**src/rtl/seg_scan_driver_if.sv**
```systemverilog
// Signal bundle between a frame source and seg_scan_driver: frame load inputs
// and the segment/anode pin outputs.
interface seg_scan_driver_if #(
    parameter int NUM_DIGITS = 8
);
    logic [4*NUM_DIGITS-1:0] iData;
    logic [NUM_DIGITS-1:0]   iBlank;
    logic [NUM_DIGITS-1:0]   iDp;
    logic                    iLoad;
    logic [6:0]              oSeg;
    logic                    oDp;
    logic [NUM_DIGITS-1:0]   oAn;
    logic                    oFrame;

    modport master (
        output iData, iBlank, iDp, iLoad,
        input  oSeg, oDp, oAn, oFrame
    );

    modport slave (
        input  iData, iBlank, iDp, iLoad,
        output oSeg, oDp, oAn, oFrame
    );
endinterface

```
**src/rtl/seg_scan_driver.sv**
```systemverilog
// Time-multiplexed common-anode 7-segment driver with a double-buffered frame,
// programmable slot length, dead time, BCD/hex decode and leading-zero suppression.
module seg_scan_driver #(
    parameter int NUM_DIGITS  = 8,
    parameter int SCAN_DIV    = 100000,
    parameter int DEAD_CYCLES = 2,
    parameter int HEX_MODE    = 0,
    parameter int LZS         = 0
) (
    input logic         clk,
    input logic         rst,
    seg_scan_driver_if.slave bus
);
    localparam int PC_W  = $clog2(SCAN_DIV);
    localparam int IDX_W = $clog2(NUM_DIGITS);
    localparam logic [PC_W-1:0]  PC_LAST  = PC_W'(SCAN_DIV - 1);
    localparam logic [PC_W-1:0]  PC_DEAD  = PC_W'(DEAD_CYCLES);
    localparam logic [IDX_W-1:0] IDX_LAST = IDX_W'(NUM_DIGITS - 1);

    typedef struct packed {
        logic [4*NUM_DIGITS-1:0] data;
        logic [NUM_DIGITS-1:0]   blank;
        logic [NUM_DIGITS-1:0]   dp;
    } frame_t;

    logic [PC_W-1:0]       pc_q, pc_d;
    logic [IDX_W-1:0]      idx_q, idx_d;
    frame_t                stg_q, stg_d, shd_q, shd_d;
    logic                  pend_q, pend_d;
    logic [6:0]            seg_q, seg_d;
    logic                  dpo_q, dpo_d;
    logic [NUM_DIGITS-1:0] an_q, an_d;
    logic                  frame_q, frame_d;

    logic                  boundary;
    logic [NUM_DIGITS-1:0] blank_v;
    logic                  lead;
    logic                  hard;
    logic [3:0]            v;
    logic [3:0]            cur_val;

    // Raw glyph for every nibble; BCD-mode blanking of 10..15 is applied separately.
    function automatic logic [6:0] glyph(input logic [3:0] n);
        case (n)
            4'h0: glyph = 7'b1000000;
            4'h1: glyph = 7'b1111001;
            4'h2: glyph = 7'b0100100;
            4'h3: glyph = 7'b0110000;
            4'h4: glyph = 7'b0011001;
            4'h5: glyph = 7'b0010010;
            4'h6: glyph = 7'b0000010;
            4'h7: glyph = 7'b1111000;
            4'h8: glyph = 7'b0000000;
            4'h9: glyph = 7'b0010000;
            4'hA: glyph = 7'b0001000;
            4'hB: glyph = 7'b0000011;
            4'hC: glyph = 7'b1000110;
            4'hD: glyph = 7'b0100001;
            4'hE: glyph = 7'b0000110;
            4'hF: glyph = 7'b0001110;
        endcase
    endfunction

    always_comb begin
        // NOTE: every variable gets a default first so no path leaves one unassigned (no latches).
        pc_d    = pc_q;
        idx_d   = idx_q;
        stg_d   = stg_q;
        shd_d   = shd_q;
        pend_d  = pend_q;
        blank_v = '0;
        lead    = 1'b1;
        hard    = 1'b0;
        v       = 4'd0;

        boundary = (idx_q == IDX_LAST) && (pc_q == PC_LAST);

        if (pc_q == PC_LAST) begin
            pc_d  = '0;
            idx_d = (idx_q == IDX_LAST) ? '0 : idx_q + 1'b1;
        end else begin
            pc_d  = pc_q + 1'b1;
        end

        // Shadow takes the old staging value; a load in the same cycle stays pending.
        if (boundary && pend_q) begin
            shd_d  = stg_q;
            pend_d = 1'b0;
        end
        if (bus.iLoad) begin
            stg_d  = '{data: bus.iData, blank: bus.iBlank, dp: bus.iDp};
            pend_d = 1'b1;
        end

        for (int k = NUM_DIGITS - 1; k >= 0; k--) begin
            v          = shd_q.data[4*k +: 4];
            hard       = shd_q.blank[k] || (HEX_MODE == 0 && v > 4'd9);
            blank_v[k] = hard || (LZS != 0 && k != 0 && lead && v == 4'd0);
            lead       = lead && (v == 4'd0 || hard);
        end

        cur_val = shd_q.data[4*idx_q +: 4];
        seg_d   = blank_v[idx_q] ? 7'b1111111 : glyph(cur_val);
        dpo_d   = ~shd_q.dp[idx_q];
        an_d    = '1;
        if (pc_q >= PC_DEAD) begin
            an_d[idx_q] = 1'b0;
        end
        frame_d = boundary && pend_q;
    end

    // NOTE: sequential state uses non-blocking assignments; the comb block above uses blocking.
    always_ff @(posedge clk) begin
        if (rst) begin
            // NOTE: frame registers are reset too, so the display shows zeros after reset.
            pc_q    <= '0;
            idx_q   <= '0;
            stg_q   <= '0;
            shd_q   <= '0;
            pend_q  <= 1'b0;
            seg_q   <= 7'b1111111;
            dpo_q   <= 1'b1;
            an_q    <= '1;
            frame_q <= 1'b0;
        end else begin
            pc_q    <= pc_d;
            idx_q   <= idx_d;
            stg_q   <= stg_d;
            shd_q   <= shd_d;
            pend_q  <= pend_d;
            seg_q   <= seg_d;
            dpo_q   <= dpo_d;
            an_q    <= an_d;
            frame_q <= frame_d;
        end
    end

    assign bus.oSeg   = seg_q;
    assign bus.oDp    = dpo_q;
    assign bus.oAn    = an_q;
    assign bus.oFrame = frame_q;
endmodule

```
**src/flat_wrapper.sv**
```systemverilog
// flat-port wrapper written by rule: the top's interface ports become plain ports
module seg_scan_driver_flat 
#(
    parameter int NUM_DIGITS  = 8,
    parameter int SCAN_DIV    = 100000,
    parameter int DEAD_CYCLES = 2,
    parameter int HEX_MODE    = 0,
    parameter int LZS         = 0
)
  (clk, rst, bus_iData, bus_iBlank, bus_iDp, bus_iLoad, bus_oSeg, bus_oDp, bus_oAn, bus_oFrame);
  seg_scan_driver_if #(.NUM_DIGITS(NUM_DIGITS)) bus_i ();
  input logic clk;
  input logic rst;
  input wire logic [$bits(bus_i.iData)-1:0] bus_iData;
  input wire logic [$bits(bus_i.iBlank)-1:0] bus_iBlank;
  input wire logic [$bits(bus_i.iDp)-1:0] bus_iDp;
  input wire logic [$bits(bus_i.iLoad)-1:0] bus_iLoad;
  output wire logic [$bits(bus_i.oSeg)-1:0] bus_oSeg;
  output wire logic [$bits(bus_i.oDp)-1:0] bus_oDp;
  output wire logic [$bits(bus_i.oAn)-1:0] bus_oAn;
  output wire logic [$bits(bus_i.oFrame)-1:0] bus_oFrame;
  assign bus_i.iData = bus_iData;
  assign bus_i.iBlank = bus_iBlank;
  assign bus_i.iDp = bus_iDp;
  assign bus_i.iLoad = bus_iLoad;
  assign bus_oSeg = bus_i.oSeg;
  assign bus_oDp = bus_i.oDp;
  assign bus_oAn = bus_i.oAn;
  assign bus_oFrame = bus_i.oFrame;
  seg_scan_driver #(.NUM_DIGITS(NUM_DIGITS), .SCAN_DIV(SCAN_DIV), .DEAD_CYCLES(DEAD_CYCLES), .HEX_MODE(HEX_MODE), .LZS(LZS)) u_core (.clk(clk), .rst(rst), .bus(bus_i));
endmodule
```
**config.mk**
```make
export PLATFORM = sky130hd
export DESIGN_NAME = seg_scan_driver_flat
export DESIGN_NICKNAME = d
export VERILOG_FILES = /design/src/rtl/seg_scan_driver_if.sv /design/src/rtl/seg_scan_driver.sv /design/src/flat_wrapper.sv
export SDC_FILE = /design/constraint.sdc
export NUM_CORES = 1
export LEC_CHECK = 0
export BUFFER_PORTS_ARGS = -buffer_cell sky130_fd_sc_hd__buf_2
export CAP_MARGIN = 20
export CORE_MARGIN = 3
export CORE_UTILIZATION = 50
export DETAILED_ROUTE_END_ITERATION = 8
export GPL_TIMING_DRIVEN = 0
export PLACE_DENSITY = 0.79
export SLEW_MARGIN = 20
export SYNTH_ARGS = -nofsm -noshare
export SYNTH_HDL_FRONTEND = slang
export SYNTH_SLANG_ARGS = --single-unit
```
**constraint.sdc**
```tcl
create_clock -name clk -period 2.2 [get_ports clk]
set_clock_uncertainty 0.05 [all_clocks]
set_input_delay 0.33 -clock clk [delete_from_list [all_inputs] [get_ports clk]]
set_output_delay 0.33 -clock clk [all_outputs]
set_load 0.01 [all_outputs]
```
* Yosys cells after proc, flatten, opt, wreduce, memory -nomap -nowiden
Memories as Yosys holds them, arrays and structs flattened. A register that Yosys moved wholly into a read port is not among the register bits.
Cells that the tools add are included.
** Operators by class
- Mux-type cells :: 9
- Shift operators :: 1
- Equality and inequality tests :: 2
- Bitwise operators :: 3
- Add/subtract/negate cells :: 2
- $lt $le $gt $ge :: 11
- Reductions and logical operators :: 15
** Operators with widths (number)
- 4-bit greater-than comparator, second input constant :: 8
- 32-bit by 6-bit indexed part select with 4-bit output :: 1
- 17-bit by 1-bit adder with 17-bit output, second input constant :: 1
- 17-bit == test, second input constant :: 1
- 17-bit by 2-bit >= comparator with 1-bit output, second input constant :: 1
- 1-bit logical OR :: 8
- 8-bit NOT :: 1
- 1-bit binary-select mux with 3-bit select :: 2
- 2-bit OR reduction :: 3
- 1-bit two-way mux :: 5
- 3-bit by 4-bit less-than comparator with 1-bit output, second input constant :: 1
- 3-bit by 1-bit adder with 3-bit output, second input constant :: 1
- 1-bit demux with 3-bit select :: 1
- 3-bit == test, second input constant :: 1
- 3-bit by 1-bit >= comparator with 1-bit output, second input constant :: 1
- 1-bit logical AND :: 3
- 3-bit two-way mux :: 1
- 1-bit NOT :: 2
- 2-bit nonzero test :: 1
** Word-level totals
- Flip-flop bits (word level) :: 127
- Input port bits :: 51
- Output and inout port bits :: 17
- Memories kept :: 1
- Logic and storage cells :: 56
- Bits in read-only memories :: 112
** Memories
- (no name shown) :: depth 16, width 7, rd ports 1, clocked after memory_dff 1, write ports 0, RTL line seg_scan_driver.sv:44 : case (n)

* Depth between registers and ports, before layout
Gate-level depths: netlist (run 1).
- Word-level depth :: 5
- Mapped depth :: 10
- Mapped depth without buffers :: 8

* Least setup slack after synthesis (run 1)
No wires, ideal clock.
- Path kind :: reg-to-reg
- Start point :: register u_core.idx_q[0]
- End point :: register u_core.seg_q[3] (netlist: u_core.bus.oSeg[3])
- Clock period less this slack :: 2.462 ns
- Cell stages (with the launch flop) :: 9
- Arrival time :: 2.286 ns
- Setup time :: 0.126 ns
- Path buffers :: 1
- Setup slack :: -0.262 ns
- Data required time :: 2.024 ns
- Path through :: dfxtp_1 -> clkbuf_1 -> mux4_2 -> mux2i_1 -> inv_1 -> ha_1 -> a21o_1 -> a21oi_1 -> o21ai_0
** On the way
- Longest elaborated chain between the ends :: 3
- Elaborated cells on any way between the ends :: 4
- Those cells by class :: shift (1); mux (2); reduce/logical (1)
** Ends and longest elaborated chain
- start, declared :: RTL line seg_scan_driver.sv:27 : logic [IDX_W-1:0] idx_q, idx_d;
- start signal, assigned :: RTL line seg_scan_driver.sv:127 : idx_q <= idx_d;
- branches (longest 3 deep; another with 32-bit by 6-bit indexed part select with 4-bit output)
- end, declared :: RTL line seg_scan_driver.sv:30 : logic [6:0] seg_q, seg_d;
Parallel ways; which one is timed is not known. The select of a mux whose other input is x is not followed.
A chain may end at the register's enable or synchronous reset.

* Worst setup path after layout (run 1)
- Start point :: register u_core.idx_q[0]
- End point :: register u_core.seg_q[4] (netlist: u_core.bus.oSeg[4])
The elaborated chain is that of the path after synthesis.

==> results.md, run 1 <==
- CP endpoint kind: flip-flop
- Area Growth Syn to Fin: 31.2%
- Yosys warnings: 0
- Clock share of power: between 50% and 60%
- Adder-cell area share of the yosys netlist: 2.25%
- Max-Cap Viols: 0
- TritonCTS clock tree: yes
- Number of global-route vias before repair: 4,678
- CP delay by family, top: multiplexers
- Worst Setup Start Kind: flip-flop
- Total track usage: 22.6%
- Sw Ratio: 20.4%
- Flop-to-flop setup slack: -0.03 ns
- Crit path time final: around 2.2 ns
- Hpwl dp: just over 9000 um
- Post-synth top cells: 134 x dfxtp_1, 91 x nand2_1, 86 x nor2_1, 55 x mux2i_1, 42 x a21oi_1
- Rows: 37
- Final WL: 13,600 um
- Worst EP arrival: 2.60 ns
- DR WL/cell: 15.5 um
- First-pass GRT wire length: 22,700 um
- Worst hold margin: 0.00424 ns
- WP buf/inv: 3
- Worst EP required: between 2 and 3 ns
- Critical-path maximum fanout: 10
- Reg2Reg Depth: 9
- Simple-gate share of the synthesized area: 19.4%
- Mapped cell area: 5560 um2
- Leakage: 2.90 nW
- Vias per cell: 5.31
- Yosys top cell by area: dfxtp_1
- Hold EP: u_core.stg_q[1]$_SDFFE_PP0P_
- Prevailing post-synth register cell: dfxtp_1
- Final core occ: 69.0%
- Most common cell in the synthesized netlist: dfxtp_1
- Cell Pwr Density: 804 nW/um2
- Hold depth: 3
- Share of cells above drive strength 1: 26.4%
- Synth unique cells: 48
- Port bufs: 65
- Setup tns final: -0.0346 ns
- Total power: 5.86 mW
- Clock transition at path regs: around 0.060 ns
- Worst ir drop on vdd: roughly 0.00078 V
- Crit path setup slack, layout: -0.0346 ns
- Avg Cell Area, Syn: 9.24 um2
- Slowest stage delay, CP: roughly 0.53 ns
- Clock Sinks: between 100 and 150
- # diodes: 0
- Overflow after GRT: 0
- Setup violations, final: 1
- ANT nets after route: 0
- Hold Startpoint: bus_iDp[1]
- TritonCTS buffer count: 17
- RR Endpoint: u_core.bus.oSeg[4]$_SDFF_PP1_
- Seq/Total Area, Yosys: 48.3%
- Slowest CP cell: mux4_2
- Remaining DRCs: 0
- H-tree levels: 4
- Maximum clock path buffer count: 2
- Boundary Pins: 68
- Synth Area in Compound Gates: 10.2%
- Die ar.: around 12,000 um2
- HP Class: primary input to flip-flop
- Final period utilization: 102%
- Max-slew headroom: 49.8%
- Yosys top cell area share: between 40% and 50%
- Post-synth ARST share: 0%
- F_max: 447 MHz
- Failing checks: setup timing
- Largest net degree at the start of global routing: 17
- Clk_lat worst skew: 0.54 ns
- Layout Nets: 792
- Post-Syn Nets: around 660
- Synth top area cells: dfxtp_1 48%, mux2i_1 9.9%, nand2_1 6.1%
- Least-Margin Pin Slew: 0.752 ns
- DR pass1 iterations: 7
- Die span in x: between 100 and 150 um
- Mux contribution to synthesized area: 13.4%
- Initial Utilization: 52.6%
- Post-Syn Instances: 601
- Core area: roughly 11,000 um2
- Die Y: 111 um
- Synth Area in XOR/XNOR: 2.36%
- Cell Int Power: 4.66 mW
- Crit Reg-Reg Startpoint: u_core.idx_q[0]$_SDFFE_PP0N_
- Initial antenna violation count: 0
- Routed vias: about 4,700
- Initial DRC Count: 399
- Crit Path Class: flip-flop to flip-flop
- Reg power frac: about 43%
- Worst-path cell chain: buf_8 > mux4_2 > mux2i_4 > buf_6 > ha_2 > inv_1 > a21oi_1 > o21ai_0 > o311ai_0
- Final Wtd Congestion: between 0.9 and 1
- Pins over their slew limit: 0
- Combinational group share of total power: 5.1%
- Yosys reg bits: 134
- RSZ-0062 raised after global routing: true
- Root buffer cell: clkbuf_8
- Count of flip-flops with a built-in enable after synthesis: 0
- Largest family of logic cells by synthesized area: simple AND/OR/NAND/NOR gates
- Run status: finished, violations left
- Switching power: between 1 and 1.5 mW
- Fin. Hold Viols: 0
-- worst max-delay path by stage --
| stage | startpoint | to | slack, ns | cells after the start |
|---|---|---|---|---|
| final | u_core.idx_q[0]$_SDFFE_PP0N_ | u_core.bus.oSeg[4]$_SDFF_PP1_ | -0.03 | 9 |
| after CTS | u_core.pc_q[12]$_SDFF_PP0_ | u_core.shd_q[33]$_SDFFE_PP0P_ | 0.002 | 8 |
| after global placement | u_core.idx_q[2]$_SDFFE_PP0N_ | u_core.bus.oSeg[3]$_SDFF_PP1_ | -0.29 | 9 |
| after floorplan | u_core.idx_q[0]$_SDFFE_PP0N_ | u_core.bus.oSeg[3]$_SDFF_PP1_ | 0.009 | 8 |
| after global routing | u_core.idx_q[0]$_SDFFE_PP0N_ | u_core.bus.oSeg[4]$_SDFF_PP1_ | -0.10 | 9 |
| after detailed placement | u_core.idx_q[2]$_SDFFE_PP0N_ | u_core.bus.oSeg[3]$_SDFF_PP1_ | -0.36 | 9 |
-- cell usage in the layout, fill, tap and decap left out, types with 3 or more instances in the layout --
| cell type | instances |
|---|---|
| a21oi_1 | 42 |
| a21oi_2 | 20 |
| and3_1 | 4 |
| buf_12 | 3 |
| buf_2 | 70 |
| buf_4 | 8 |
| buf_6 | 3 |
| bufinv_16 | 4 |
| clkbuf_1 | 19 |
| clkbuf_16 | 16 |
| clkbuf_2 | 3 |
| clkbuf_8 | 8 |
| dfxtp_1 | 131 |
| dlygate4sd3_1 | 39 |
| ha_1 | 8 |
| inv_1 | 7 |
| mux2_2 | 5 |
| mux2i_1 | 53 |
| mux4_2 | 6 |
| nand2_1 | 87 |
| nand2_2 | 24 |
| nand3_1 | 13 |
| nand4_1 | 5 |
| nor2_1 | 86 |
| nor3_1 | 3 |
| o21ai_0 | 11 |
| xnor2_1 | 6 |
| xor2_1 | 9 |
-- state kept, by name (all words and copies together) (netlist names) --
register and flops:
u_core.stg_q 48, u_core.bus.oFrame 1, u_core.pend_q 1, u_core.pc_q 17
u_core.bus.oAn 8, u_core.bus.oDp 1, u_core.shd_q 48, u_core.bus.oSeg 7
u_core.idx_q 3
-- worst register-to-register path: stages (launching register included) --
cell	delay (ns)
dfxtp_4	0.38
buf_8	0.14
mux4_2	0.53
mux2i_4	0.19
buf_6	0.14
ha_2	0.19
inv_1	0.06
a21oi_1	0.17
o21ai_0	0.13
o311ai_0	0.13
-- power by group through the flow --
stage / clock network, mW / logic [mW] / registers [mW]
after floorplan: 0 / 0.151 / 2.58
after detailed placement: 0 / 0.244 / 2.59
final: 3.03 / 0.300 / 2.54
after global placement: 0 / 0.234 / 2.58
after global routing: 3.18 / 0.331 / 2.54
after CTS: 3.06 / 0.299 / 2.53
-- cells by family after synthesis --
group,after synthesis
and+or+nand+nor,240
DFF,134
AOI/OAI and AO/OA,89
muxes,66
buffers and inverters,47
xor gates and xnor gates,15
adders and majority gates,10
-- metal layers --
metal	vias to the layer above	wire [um]	share of wire, %	track usage (%)
met5	-	0	0	0
met4	0	293	2.2	8.35
met3	30	647	4.8	6.14
met2	130	6650	49	37.7
met1	2221	6000	44	28.1
li1	2288	-	-	-
-- cell type report --
type                       instances  area [um2]
inverter                           9        33.8
fill                             776        3270
timing repair buffer             111         785
clock inverter                     7         140
clock buffer                      24         500
sequential                       134        2690
tap                              136         170
buffer                            38         244
multi-input combinational        420        2730
-- through the flow --
stage | area, um2 | worst slack, ns | std cells
after floorplan | 5580 | 0.00947 | 601
after global placement | 6080 | -0.289 | 802
after detailed placement | 6080 | -0.364 | 802
after CTS | 7220 | 0.00184 | 879
after global routing | 7290 | -0.101 | 879
final | 7290 | -0.0346 | 879
-- what timing repair did --
| action | 4_1_cts | 5_1_grt |
|---|---|---|
| setup buffers | 7 | 0 |
| pin swaps | 1 | 3 |
| hold buffers | 39 | 0 |
| endpoints found under the setup margin | 60 | 60 |
| gates resized for setup | 16 | 28 |
| hold endpoints to repair | 39 | 0 |
Note: power is estimated with default switching activity, not from simulation.
==> run 2, diff against run 1 <==
RECOVER_POWER = 100   (was default)
==> run 2 against run 1 <==
Compared with the run above: the flow still finishes with violations (setup timing); critical path type unchanged; clock power about the same; largest power group unchanged; routed wire length grew 0.10%; sequential power about the same; largest cell class unchanged; fmax is essentially flat; first-iteration DRC count up 0.75%; non-clock buffer count is the same.
==> results.md, run 2 (synthesis results as in run 1) <==
- Slowest CP cell: mux4_2
- Worst ir drop on vdd: 0.000780 V
- Worst Setup Start Kind: flip-flop
- Worst-path cell chain: buf_8 > mux4_2 > mux2i_4 > buf_6 > ha_2 > inv_1 > a21oi_1 > o21ai_0 > o311ai_0
- Max-Cap Viols: 0
- Run status: finished, violations left
- Core area: 10,600 um2
- Total track usage: a little under a quarter
- TritonCTS clock tree: yes
- Vias per cell: 5.32
- Final Wtd Congestion: between 0.9 and 1
- Layout Nets: 792
- Final period utilization: 102%
- Regs by FF count: u_core.shd_q: 48 flops, u_core.stg_q: 48 flops, u_core.pc_q: 17 flops
- Initial DRC Count: 402
- Leakage: 2.86 nW
- Clk_lat worst skew: approximately 0.54 ns
- H-tree levels: 4
- WP buf/inv: 3
- Crit. Startpoint: u_core.idx_q[0]$_SDFFE_PP0N_
- Die Y: approximately 110 um
- Number of global-route vias before repair: 4,678
- Most frequent cells in the layout: 131 x dfxtp_1, 87 x nand2_1, 86 x nor2_1
- Final core occ: about 69%
- Clock Sinks: 134
- DR pass1 iterations: 5
- Routed vias: around 4,700
- Die ar.: 12,400 um2
- TritonCTS buffer count: 17
- # diodes: 0
- Crit Reg-Reg Startpoint: u_core.idx_q[0]$_SDFFE_PP0N_
- Post-Place Cell Area: around 6100 um2
- Hold depth: 3
- ANT nets after route: 0
- Crit path setup slack, layout: -0.0350 ns
- Initial antenna violation count: 0
- Share of cells above drive strength 1: approximately a quarter
- Critical-path maximum fanout: 10
- Placed insts: 802
- Cell Pwr Density: a little over 800 nW/um2
- FILL cells: 790
- Reg2Reg Depth: 9
- Hpwl dp: between 9000 and 10,000 um
- Clock transition at path regs: 0.06 ns
- Failing checks: setup timing
- Rows: 37
- Boundary Pins: 68
- Crit path time final: 2.24 ns
- Overflow after GRT: 0
- Worst EP arrival: 2.60 ns
- CP endpoint kind: flip-flop
- HP Class: primary input to flip-flop
- Hold Startpoint: bus_iDp[1]
- DR WL/cell: 15.5 um
- Flop-to-flop setup slack: -0.04 ns
- Area Growth Syn to Fin: 30.8%
- Initial Utilization: 52.6%
- Setup tns final: -0.0350 ns
- Maximum clock path buffer count: 2
- Pre-CTS setup slack: -0.364 ns
- Die span in x: 111 um
- Total power: 5.86 mW
- First-pass GRT wire length: 22,700 um
- Max-slew headroom: between 40% and 50%
- Worst EP required: 2.57 ns
- Port bufs: 65
- Root buffer cell: clkbuf_8
- F_max: around 450 MHz
- Setup violations, final: 1
- Least-Margin Pin Slew: between 0.7 and 0.8 ns
- CP delay by family, top: multiplexers
- Worst hold margin: 0.00514 ns
- Remaining DRCs: 0
- Hold EP: u_core.stg_q[1]$_SDFFE_PP0P_
- RR Endpoint: u_core.bus.oSeg[4]$_SDFF_PP1_
- Most common cell after layout, fill and taps aside: dfxtp_1
- Largest net degree at the start of global routing: 17
- Final WL: approximately 14,000 um
- Post-route cell area: 7270 um2
- Fin. Hold Viols: 0
- Fin cells: just under 900
- Slowest stage delay, CP: around 0.53 ns
- Crit Path Class: flip-flop to flip-flop
- RSZ-0062 raised after global routing: true
- Pins over their slew limit: 0
[run 2: cell types whose count changed in the layout (fill, tap and decap cells not counted)]
cell      previous run  this run
buf_1                2         1
buf_2               70        52
clkbuf_1            19        38
[run 2: where the power goes]
part	internal (mW)	total, mW	switching (mW)
Sequential	2.49	2.54	0.0416
Clock	2.02	3.03	1.01
Combinational	0.153	0.298	0.145
[run 2: how the worst max path moves through the flow]
stage | depth (start not counted) | endpoint | slack, ns
5_1_grt | 9 | u_core.bus.oSeg[4]$_SDFF_PP1_ | -0.10
6_report | 9 | u_core.bus.oSeg[4]$_SDFF_PP1_ | -0.04
3_3_place_gp | 9 | u_core.bus.oSeg[3]$_SDFF_PP1_ | -0.29
3_5_place_dp | 9 | u_core.bus.oSeg[3]$_SDFF_PP1_ | -0.36
4_1_cts | 8 | u_core.shd_q[33]$_SDFFE_PP0P_ | 0.002
2_1_floorplan | 8 | u_core.bus.oSeg[3]$_SDFF_PP1_ | 0.009
[run 2: final cells by class]
cell class,instances,area (um2),area share (%)
buffer,38,243,3.34
clock inverter,7,140,1.93
tap,136,170,2.34
clock buffer,24,500,6.89
timing repair buffer,111,763,10.5
inverter,9,33.8,0.465
multi-input combinational,420,2730,37.5
sequential,134,2690,37.0
[run 2: repair_timing]
action | 4_1_cts | 5_1_grt
resized for setup | 16 | 28
hold buffers | 39 | 0
hold endpoints to repair | 39 | 0
setup endpoints to repair | 60 | 60
setup buffers | 7 | 0
cloned | 0 | 0
pin swaps | 1 | 3
[run 2: routing by layer]
layer / global-route usage, % / wire length (um)
met1: 28.1 / 5930
met2: 37.7 / 6700
met3: 6.14 / 707
met4: 8.35 / 267
met5: 0 / 0
[run 2: worst register-to-register path, cell delays in order, from the launching register on]
cell	delay [ns]
dfxtp_4	0.38
buf_8	0.14
mux4_2	0.53
mux2i_4	0.20
buf_6	0.14
ha_2	0.19
inv_1	0.06
a21oi_1	0.17
o21ai_0	0.13
o311ai_0	0.13
==> run 3, diff against run 2 <==
ABC_AREA = 1   (was default)
CAP_MARGIN = 0   (was 20)
==> run 3 against run 2 <==
Compared with the run above: the run now ends clean; clock-buffer cell count shrank 5; first-iteration DRC count grew 8.5%; clock power shrank 6%; core utilization shrank 6.7 points; synthesized cell count grew 46%; area after synthesis grew 5.6%; global-route usage shrank 0.92 points; register-to-register slack gained 0.20 ns.
==> results.md, run 3 <==
- Most frequent cells in the layout: 228 x nor2_1, 225 x nand2_1, 134 x dfxtp_1
- Hpwl dp: around 9400 um
- FILL cells: ~1,000
- Initial DRC Count: 436
- Post-route cell area: 6940 um2
- TritonCTS clock tree: yes
- Die Y: roughly 110 um
- Rows: 38
- First-pass GRT wire length: 22,900 um
- Count of flip-flops with a built-in enable after synthesis: 0
- Yosys top cell by area: dfxtp_1
- Remaining DRCs: 0
- Post-CTS Hold Fix Bufs: 0
- Crit path time final: slightly above 2 ns
- Seq/Total Area, Yosys: 45.7%
- Least-Margin Pin Slew: around 0.61 ns
- Die span in x: 114 um
- Most common cell after layout, fill and taps aside: nor2_1
- Total track usage: 21.7%
- Synth unique cells: 27
- Post-synth ARST share: 0%
- CP dominant cell by count: nor2_1
- Setup tns final: 0 ns
- Post-Syn Instances: 875
- Leakage: 3.46 nW
- Fin. Hold Viols: 0
- Worst Setup Start Kind: flip-flop
- Cell Pwr Density: 809 nW/um2
- Worst hold margin: about 0.08 ns
- CP delay by family, top: simple AND/OR/NAND/NOR gates
- Area Growth Syn to Fin: 18.3%
- TritonCTS buffer count: 17
- Setup violations, final: 0
- Core area: roughly 11,000 um2
- Post-Syn Nets: 936
- Total power: 5.62 mW
- Final period utilization: 92.3%
- Clk_lat worst skew: 0.42 ns
- Layout Nets: 1,021
- Most common cell in the synthesized netlist: nor2_1
- Pins over their slew limit: 0
- Final Wtd Congestion: 0.929
- Final WL: 13,400 um
- Pre-CTS setup slack: 0.0749 ns
- Post-Place Cell Area: about 6400 um2
- HP Class: primary input to flip-flop
- Routed vias: 5,496
- Regs by FF count: u_core.shd_q: 48 flops, u_core.stg_q: 48 flops, u_core.pc_q: 17 flops
- Max-slew headroom: 59.0%
- Synth top area cells: dfxtp_1 46%, nor2_1 15%, nand2_1 14%
- Worst EP arrival: around 2.3 ns
- ANT nets after route: 0
- Slowest CP cell: dfxtp_1
- DR pass1 iterations: 5
- Root buffer cell: clkbuf_16
- Boundary Pins: 68
- Port bufs: 66
- Yosys top cell area share: 45.7%
- Max-Cap Viols: 0
- Yosys warnings: 0
- Critical-path maximum fanout: 10
- F_max: 492 MHz
- DR WL/cell: around 12 um
- Maximum clock path buffer count: 2
- Yosys reg bits: 134
- Largest net degree at the start of global routing: 20
- Vias per cell: 4.94
- WP buf/inv: 3
- Crit Path Class: flip-flop to flip-flop
- Worst-path cell chain: ha_1 > nand2_2 > nor2_4 > inv_2 > nor3_2 > nand4_1 > clkbuf_2 > clkbuf_1 > nor2_1 > nor2_1
- Die ar.: 13,100 um2
- # diodes: 0
- Mapped cell area: ~5900 um2
- Slowest stage delay, CP: 0.39 ns
- H-tree levels: 4
- Run status: finished, final reports clean
- Initial Utilization: between 50% and 60%
- RSZ-0062 raised after global routing: false
- Clock transition at path regs: 0.06 ns
- Worst ir drop on vdd: 0.000793 V
- Worst EP required: approximately 2.5 ns
- Share of cells above drive strength 1: 10.7%
- Initial antenna violation count: 0
- Avg Cell Area, Syn: around 6.7 um2
- Clock Sinks: 134
- CP endpoint kind: flip-flop
- Crit path setup slack, layout: ~0.17 ns
- Post-synth top cells: 229 x nor2_1, 226 x nand2_1, 134 x dfxtp_1, 81 x inv_1, 64 x o21ai_0
- Prevailing post-synth register cell: dfxtp_1
- Overflow after GRT: 0
- Number of global-route vias before repair: 5,056
## run 3: worst register-to-register path: stages (launching register included)
cell and delay [ns]:
dfxtp_1 0.39, ha_1 0.21, nand2_2 0.10, nor2_4 0.16, inv_2 0.09, nor3_2 0.14
nand4_1 0.14, clkbuf_2 0.19, clkbuf_1 0.22, nor2_1 0.17, nor2_1 0.06
## run 3: final cells by class
class / count / area [um2] / share of cell area, %
sequential: 134 / 2680 / 38.6
timing repair buffer: 67 / 313 / 4.50
multi-input combinational: 618 / 2680 / 38.6
buffer: 39 / 184 / 2.65
inverter: 83 / 312 / 4.49
clock inverter: 13 / 156 / 2.25
clock buffer: 19 / 443 / 6.38
tap: 140 / 175 / 2.52
## run 3: cells by family after synthesis
family | count (synthesis) | synth area share, %
AND/OR/NAND/NOR | 525 | 36.1
buffers and inverters | 123 | 8.61
flip-flops | 134 | 45.7
XOR/XNOR | 4 | 0.597
AO/OA/AOI/OAI | 79 | 6.80
adder cells (fa/ha/maj) | 10 | 2.13
## run 3: repair_timing
action	4_1_cts	5_1_grt
setup buffers	0	1
setup endpoints to repair	1	15
gates resized for setup	0	3
pin swaps	0	0
## run 3: worst paths after layout
| check | startpoint | endpoint | depth (start not counted) | slack, ns |
|---|---|---|---|---|
| setup / recovery | u_core.pc_q[0]$_SDFF_PP0_ | u_core.shd_q[13]$_SDFFE_PP0P_ | 10 | 0.17 |
| hold / removal | bus_iData[22] | u_core.stg_q[38]$_SDFFE_PP0P_ | 3 | 0.08 |
| hold reg to reg | u_core.pc_q[14]$_SDFF_PP0_ | u_core.pc_q[14]$_SDFF_PP0_ | 2 | 0.42 |
| setup reg to reg | u_core.pc_q[0]$_SDFF_PP0_ | u_core.shd_q[13]$_SDFFE_PP0P_ | 10 | 0.17 |
## run 3: power by group
| part | internal [mW] | leakage, nW | switching, mW |
|---|---|---|---|
| Clock | 1.80 | 0.292 | 1.04 |
| Combinational | 0.0873 | 2.07 | 0.142 |
| Sequential | 2.50 | 1.10 | 0.0404 |
| Total | 4.39 | 3.46 | 1.23 |
## run 3: metal layers
metal	GRT usage [%]	up-vias	part of all wire (%)
met5	0	-	0
met4	7.36	0	1.5
met3	5.60	20	6.8
met2	34.3	184	44
met1	28.9	2417	47
li1	-	2875	-
## run 3: through the flow
stage | utilization, % | instances
2_1_floorplan | - | 875
3_3_place_gp | 57.0 | 1081
3_5_place_dp | 57.0 | 1081
4_1_cts | 62.4 | 1112
5_1_grt | 62.2 | 1113
6_report | 62.2 | 1113
